==> src/rtl/digit_serial_adder.sv <==
// Digit-serial adder/subtractor: DIGIT bits of a WIDTH-bit a+b+ci or a-b-ci per
// clock, carry held in a register, valid/ready handshake on both sides.
module digit_serial_adder #(
    parameter int WIDTH = 8,
    parameter int DIGIT = 2
) (
    input  logic             clk,
    input  logic             rst,
    input  logic             in_valid,
    output logic             in_ready,
    input  logic [WIDTH-1:0] a,
    input  logic [WIDTH-1:0] b,
    input  logic             ci,
    input  logic             sub,
    output logic             out_valid,
    input  logic             out_ready,
    output logic [WIDTH-1:0] sum,
    output logic             cout,
    output logic             ovf
);
    localparam int NDIG = (DIGIT > 0) ? WIDTH / DIGIT : 1;
    localparam int CW   = (NDIG > 1) ? $clog2(NDIG) : 1;
    localparam logic [CW-1:0] LAST = CW'(NDIG - 1);

    generate
        if (DIGIT < 1 || WIDTH < 1 || (WIDTH % DIGIT) != 0) begin : g_bad_params
            $error("digit_serial_adder: WIDTH and DIGIT must be >= 1 and DIGIT must divide WIDTH");
        end
    endgenerate

    typedef enum logic [1:0] {
        IDLE = 2'd0,
        RUN  = 2'd1,
        DONE = 2'd2
    } state_t;

    state_t           state;
    state_t           state_next;
    logic             load;
    logic             step;

    logic [WIDTH-1:0] a_q;
    logic [WIDTH-1:0] b_q;
    logic [WIDTH-1:0] sum_q;
    logic             carry_q;
    logic             cout_q;
    logic             ovf_q;
    logic [CW-1:0]    cnt;

    logic [DIGIT-1:0] dig_a;
    logic [DIGIT-1:0] dig_b;
    logic [DIGIT-1:0] dig_sum;
    logic             dig_carry;
    logic             carry_into_msb;

    // NOTE: async reset in the sensitivity list; state uses <= so every flop samples pre-edge values.
    always_ff @(posedge clk or posedge rst) begin
        if (rst) begin
            state <= IDLE;
        end else begin
            state <= state_next;
        end
    end

    // NOTE: every output of this block is defaulted first, so no path can infer a latch.
    always_comb begin
        state_next = state;
        load       = 1'b0;
        step       = 1'b0;
        unique case (state)
            IDLE: begin
                if (in_valid) begin
                    load       = 1'b1;
                    state_next = RUN;
                end
            end
            RUN: begin
                step = 1'b1;
                if (cnt == LAST) begin
                    state_next = DONE;
                end
            end
            DONE: begin
                if (out_ready) begin
                    state_next = IDLE;
                end
            end
            default: state_next = IDLE;
        endcase
    end

    assign in_ready  = (state == IDLE);
    assign out_valid = (state == DONE);

    // One DIGIT-wide ripple slice; the carry into the slice MSB is recovered
    // from the MSB sum bit, which gives the signed-overflow term on the last digit.
    always_comb begin
        dig_a                  = a_q[int'(cnt) * DIGIT +: DIGIT];
        dig_b                  = b_q[int'(cnt) * DIGIT +: DIGIT];
        {dig_carry, dig_sum}   = {1'b0, dig_a} + {1'b0, dig_b} + {{DIGIT{1'b0}}, carry_q};
        carry_into_msb         = dig_sum[DIGIT-1] ^ dig_a[DIGIT-1] ^ dig_b[DIGIT-1];
    end

    always_ff @(posedge clk or posedge rst) begin
        if (rst) begin
            a_q     <= '0;
            b_q     <= '0;
            sum_q   <= '0;
            carry_q <= 1'b0;
            cout_q  <= 1'b0;
            ovf_q   <= 1'b0;
            cnt     <= '0;
        end else if (load) begin
            // Subtraction is a + ~b + !ci, so B is inverted here and the carry seeded with ci ^ sub.
            a_q     <= a;
            b_q     <= sub ? ~b : b;
            carry_q <= ci ^ sub;
            cnt     <= '0;
        end else if (step) begin
            sum_q[int'(cnt) * DIGIT +: DIGIT] <= dig_sum;
            carry_q                           <= dig_carry;
            if (cnt == LAST) begin
                cout_q <= dig_carry;
                ovf_q  <= carry_into_msb ^ dig_carry;
            end else begin
                cnt <= cnt + 1'b1;
            end
        end
    end

    assign sum  = sum_q;
    assign cout = cout_q;
    assign ovf  = ovf_q;

endmodule

==> config.mk <==
export PLATFORM = sky130hd
export DESIGN_NAME = digit_serial_adder
export DESIGN_NICKNAME = d
export VERILOG_FILES = /design/src/rtl/digit_serial_adder.sv
export SDC_FILE = /design/constraint.sdc
export NUM_CORES = 1
export LEC_CHECK = 0
export ABC_AREA = 1
export BUFFER_PORTS_ARGS = -buffer_cell sky130_fd_sc_hd__buf_2
export CAP_MARGIN = 30
export CORE_UTILIZATION = 54
export CTS_CLUSTER_SIZE = 30
export DETAILED_ROUTE_END_ITERATION = 10
export PLACE_DENSITY = 0.78
export RECOVER_POWER = 50
export SETUP_SLACK_MARGIN = 0.5
export SYNTH_ARGS = -nofsm -noshare
export SYNTH_HDL_FRONTEND = slang
export SYNTH_SLANG_ARGS = --single-unit
export TNS_END_PERCENT = 10
==> constraint.sdc <==
create_clock -name clk -period 3 [get_ports clk]
set_input_delay 0.15 -clock clk [delete_from_list [all_inputs] [get_ports clk]]
set_output_delay 0.15 -clock clk [all_outputs]
set_load 0.005 [all_outputs]
### After elaboration in Yosys (flattened, before gate mapping)

Cells that the tools add are included.

* add/subtract/negate cells: 4
* equality and inequality tests: 7
* shifts and indexed selects: 4
* multiplexer cells: 14
* bitwise logic cells: 6
* reductions and logical operators: 6

Operator list (number)
* 3-bit negator with 33-bit output: 1
* 2-bit by 33-bit variable shift with 8-bit output, first input constant: 1
* 2-bit by 33-bit variable part select with 8-bit output: 1
* 8-bit by 4-bit variable part select with 2-bit output: 2
* 2-bit two-way mux: 6
* 8-bit bitwise mux: 1
* 8-bit two-way mux: 1
* 8-bit NOT: 1
* 2-bit != test, second input constant: 3
* 2-bit case mux with 3 select lines: 1
* 3-bit AND reduction: 2
* 1-bit two-way mux: 5
* 2-bit == test, second input constant: 2
* 2-bit AND reduction: 2
* 1-bit bitwise XOR: 4
* 2-bit by 2-bit adder with 3-bit output: 1
* 3-bit by 1-bit adder with 3-bit output: 1
* 2-bit by 1-bit adder with 2-bit output, second input constant: 1
* 2-bit by 1-bit == test with 1-bit output, second input constant: 1
* 2-bit zero test: 1
* 2-bit by 1-bit != test with 1-bit output, second input constant: 1
* 2-bit nonzero test: 1
* 1-bit NOT: 1

* register bits after elaboration: 31
* input bits: 22
* output and inout bits: 12
* word-level logic and storage cells: 49

### Logic depth before layout (Yosys ltp)

* depth in word-level cells: 6
* depth in mapped cells: 15
* mapped depth without buffers: 14

### Least setup slack after synthesis

Ideal clock, no wire load.

* path kind: flip-flop to flip-flop
* from: register cnt[0]
* to: register sum_q[1], in the netlist sum[1]
* arrival time: 2249 ps
* path slack: 623 ps
* stages on the path, launching flop included: 10
* path buffers: 2
* clock period less this slack: 2377 ps
* path through: dfrtp_1 -> buf_6 -> buf_4 -> o21ai_0 -> o22ai_1 -> fa_1 -> fa_1 -> inv_1 -> nor4_1 -> mux2_1

* longest elaborated chain between the ends: 5

RTL lines
* start, declared: line 48 `logic [CW-1:0] cnt;`
* start signal, assigned: line 126 `cnt <= cnt + 1'b1;`
* 8-bit by 4-bit variable part select with 2-bit output (on tied branches): line 98, 99
* 2-bit by 2-bit adder with 3-bit output: line 100 `{dig_carry, dig_sum} = {1'b0, dig_a} + {1'b0, dig_b} + {{DIGIT{1'b0}}, carry_q};`
* 3-bit by 1-bit adder with 3-bit output: line 100
* 2-bit by 33-bit variable part select with 8-bit output: line 120 `sum_q[int'(cnt) * DIGIT +: DIGIT] <= dig_sum;`
* 8-bit bitwise mux (*): line 120
* end signal, assigned by index: line 120
* end, declared: line 44 `logic [WIDTH-1:0] sum_q;`

Mark *: on every way between the ends. The rest lies on a longest branch, timed or not.
A chain may end at the register's enable or synchronous reset.

### Worst setup path after layout

* from: register cnt[1]
* to: register sum_q[1], in the netlist sum[1]

The elaborated chain is that of the path after synthesis.

==> impl_metrics.env <==
export IMPL_clock_path_buffers=2
export IMPL_power_mw=2.25
export IMPL_placed_cell_area_mm2=0.00189
export IMPL_start_util_pct=56.4
export IMPL_critPathLaunchType="flip-flop"
export IMPL_worstPathArrival_ns=2.50
export IMPL_place_hpwl_mm=2.20
export IMPL_core_mm2=0.00303
export IMPL_yosys_top_cells_count="55 x nand2_1, 31 x dfrtp_1, 18 x o21ai_0"
export IMPL_cts_buffers=5
export IMPL_maxCapViolCount=1
export IMPL_first_pass_iters=4
export IMPL_drt_initial_drc_count=34
export IMPL_met1_usage_pct=26.2
export IMPL_route_detailed_drc=0
export IMPL_clock_sinks=31
export IMPL_p_int_mw=1.20
export IMPL_p_per_area_mw_per_mm2=1120
export IMPL_grt_first_pass_wirelength_mm=5.34
export IMPL_antenna_found_initial=0
export IMPL_swShare_pct=46.5
export IMPL_crit_type="flip-flop to flip-flop"
export IMPL_syn_inst=193
export IMPL_period_needed_ns=2.30
export IMPL_hold_class="input pin to flip-flop"
export IMPL_synth_seq_cells=31
export IMPL_fin_tns_setup_ns=0
export IMPL_overflow=0
export IMPL_cts_tree="built"
export IMPL_h_tree_depth=2
export IMPL_totalWireLength_mm=3.09
export IMPL_grt_max_degree=32
export IMPL_p_sw_mw=1.04
export IMPL_syn_nets=223
export IMPL_r2r_cells=8
export IMPL_clock_latency_ns=0.33
export IMPL_yosysMostFrequentCell="nand2_1"
export IMPL_fmax_mhz=436
export IMPL_setup_viol=0
export IMPL_cts_clk_slew_worst_paths_ns=0.10
export IMPL_post_cts_buffers=0
export IMPL_met3_usage_pct=8.26
export IMPL_area_growth_pct=17.5
export IMPL_cp_max_fo=8
export IMPL_syn_area_per_cell_um2=8.85
export IMPL_min_from="a[2]"
export IMPL_synth_edf_count=0
export IMPL_status="finished, violations left"
export IMPL_grt_pass1_vias=1265
export IMPL_nets=264
export IMPL_regToRegSetupSlack_ns=0.70
export IMPL_min_to="a_q[2]"
export IMPL_grt_total_usage_pct=21.4
export IMPL_vias_per_cell=4.76
export IMPL_relSlewSlack_pct=-4.67
export IMPL_r2r_start="cnt[1]"
export IMPL_wl_per_cell_um=11.1
export IMPL_synthDistinctLibCells=25
export IMPL_finalCritPeriodShare_pct=76.5
export IMPL_netlist_area_leader_share_pct=45.4
export IMPL_netlist_area_mm2=0.00171
export IMPL_endpoint_kind="flip-flop"
export IMPL_ant_nets=0
export IMPL_ys_flop_type="dfrtp_1"
export IMPL_pwr_share_clk_pct=12.1
export IMPL_io_pins=34
export IMPL_yosysWarnings=0
export IMPL_skew_ns=0.0102
export IMPL_pwr_share_comb_pct=55.4
export IMPL_tightest_slew_ns=1.57
export IMPL_final_area_mm2=0.00201
export IMPL_r2r_end="sum[1]"
export IMPL_gp_congestion=0.798
export IMPL_die_h_um=58.2
export IMPL_yosys_top_cells_area="dfrtp_1 45%, nand2_1 12%, o21ai_0 5.3%"
export IMPL_ir_drop_mv=0.605
export IMPL_top_usage_layer="met2"
export IMPL_met2_usage_pct=33.7
export IMPL_row_count=20
export IMPL_yosys_area_top_type="dfrtp_1"
export IMPL_grt_setup_unrepaired="false"
export IMPL_hold_violations=0
export IMPL_diodes=0
export IMPL_violations="capacitance limit, slew limit"
export IMPL_drive_gt1_share_pct=26.8
export IMPL_io_buffers=33
export IMPL_cp_required_ns=3.21
export IMPL_ys_seq_area_share_pct=45.4
export IMPL_hold_depth=3
export IMPL_fp_dieW_um=58.2
export IMPL_cts_root_buf="clkbuf_4"
export IMPL_vias=1329
export IMPL_async_reset_ff_share_pct=100
export IMPL_dieArea_mm2=0.00339
export IMPL_slew_violations=32
export IMPL_leakage_nw=1.04
export IMPL_power_frac_seq_pct=32.5
cell usage in the layout, fill, tap and decap left out:
cell	synthesis	final
fa_1	2	2
nor2_2	3	3
clkbuf_1	0	4
clkbuf_4	0	5
o22ai_2	1	1
dfrtp_2	0	2
nor2_4	2	2
o31ai_1	3	3
ha_1	6	6
inv_6	1	1
nand2_1	55	55
o21ai_0	18	18
buf_2	2	31
nand2_2	8	8
inv_2	3	3
xnor2_1	9	9
clkbuf_8	0	2
buf_4	1	1
nor4_1	3	3
dfrtp_1	31	29
nand4_1	1	1
inv_1	16	16
o22ai_1	3	3
nor2_1	7	7
o21ai_1	2	2
nand3_1	6	6
dlygate4sd3_1	0	5
mux2_1	3	3
nand3_2	4	4
per-stage QoR:
stage                     std cells  setup WS (ns)  hold WS [ns]  utilization (%)
after floorplan                 193          0.623         0.236                -
after global placement          266          0.683         0.244             62.5
after detailed placement        266          0.605         0.261             62.5
after CTS                       276          0.597       0.00194             65.4
after global routing            279          0.550       0.00204             66.3
final                           279          0.704        0.0138             66.3
critical path, stage by stage, from the launching register on:
cell and delay (ns):
dfrtp_2 0.47, inv_2 0.12, o21ai_0 0.09, o22ai_1 0.11, fa_1 0.42, fa_1 0.49, inv_1 0.13, nor4_1 0.06
mux2_1 0.29
cell families after synthesis:
group / count (synthesis) / share of synthesized area (%)
fa+ha+maj: 8 / 6.74
buf+inv: 26 / 7.69
xor+xnor: 9 / 4.62
compound gates: 27 / 9.01
flops: 31 / 45.4
simple gates: 89 / 24.5
mux: 3 / 1.98
power groups by stage:
stage | registers [mW] | clock network [mW] | logic, mW
6_report | 0.730 | 0.271 | 1.24
5_1_grt | 0.750 | 0.297 | 1.43
4_1_cts | 0.727 | 0.276 | 1.25
3_5_place_dp | 0.735 | 0 | 1.25
3_3_place_gp | 0.728 | 0 | 1.21
2_1_floorplan | 0.699 | 0 | 1.02
cell type report:
class / count / area, um2
repair buffers: 40 / 224
well taps: 44 / 55.1
inverters: 20 / 80.1
clock buffers: 8 / 68.8
fillers: 257 / 1020
flip-flops and latches: 31 / 778
multi-input cells: 136 / 801
state kept, by name, indices dropped and copies added (netlist names):
| name | count |
|---|---|
| a_q | 8 |
| b_q | 8 |
| ovf | 1 |
| cnt | 2 |
| carry_q | 1 |
| state | 2 |
| sum | 8 |
| cout | 1 |
metal layers:
metal	share of wire, %	vias up	wire length (um)
met4	1.7	0	51
met2	48	24	1470
met1	48	604	1470
li1	-	696	-
met3	2.8	5	87
met5	0	-	0
worst max path at each step:
| stage | from | end | slack, ns |
|---|---|---|---|
| after floorplan | cnt[0] | sum[1] | 0.62 |
| final | cnt[1] | sum[1] | 0.70 |
| after CTS | cnt[1] | sum[1] | 0.60 |
| after global placement | cnt[1] | sum[5] | 0.68 |
| after global routing | cnt[0] | ovf | 0.55 |
| after detailed placement | cnt[1] | ovf | 0.60 |
what timing repair did:
action / 4_1_cts / 5_1_grt
endpoints found under the hold margin: 32 / 3
setup endpoints to repair: 0 / 3
hold buffers: 2 / 3
gates resized for setup: 0 / 2
(Power assumes the default switching activity.)
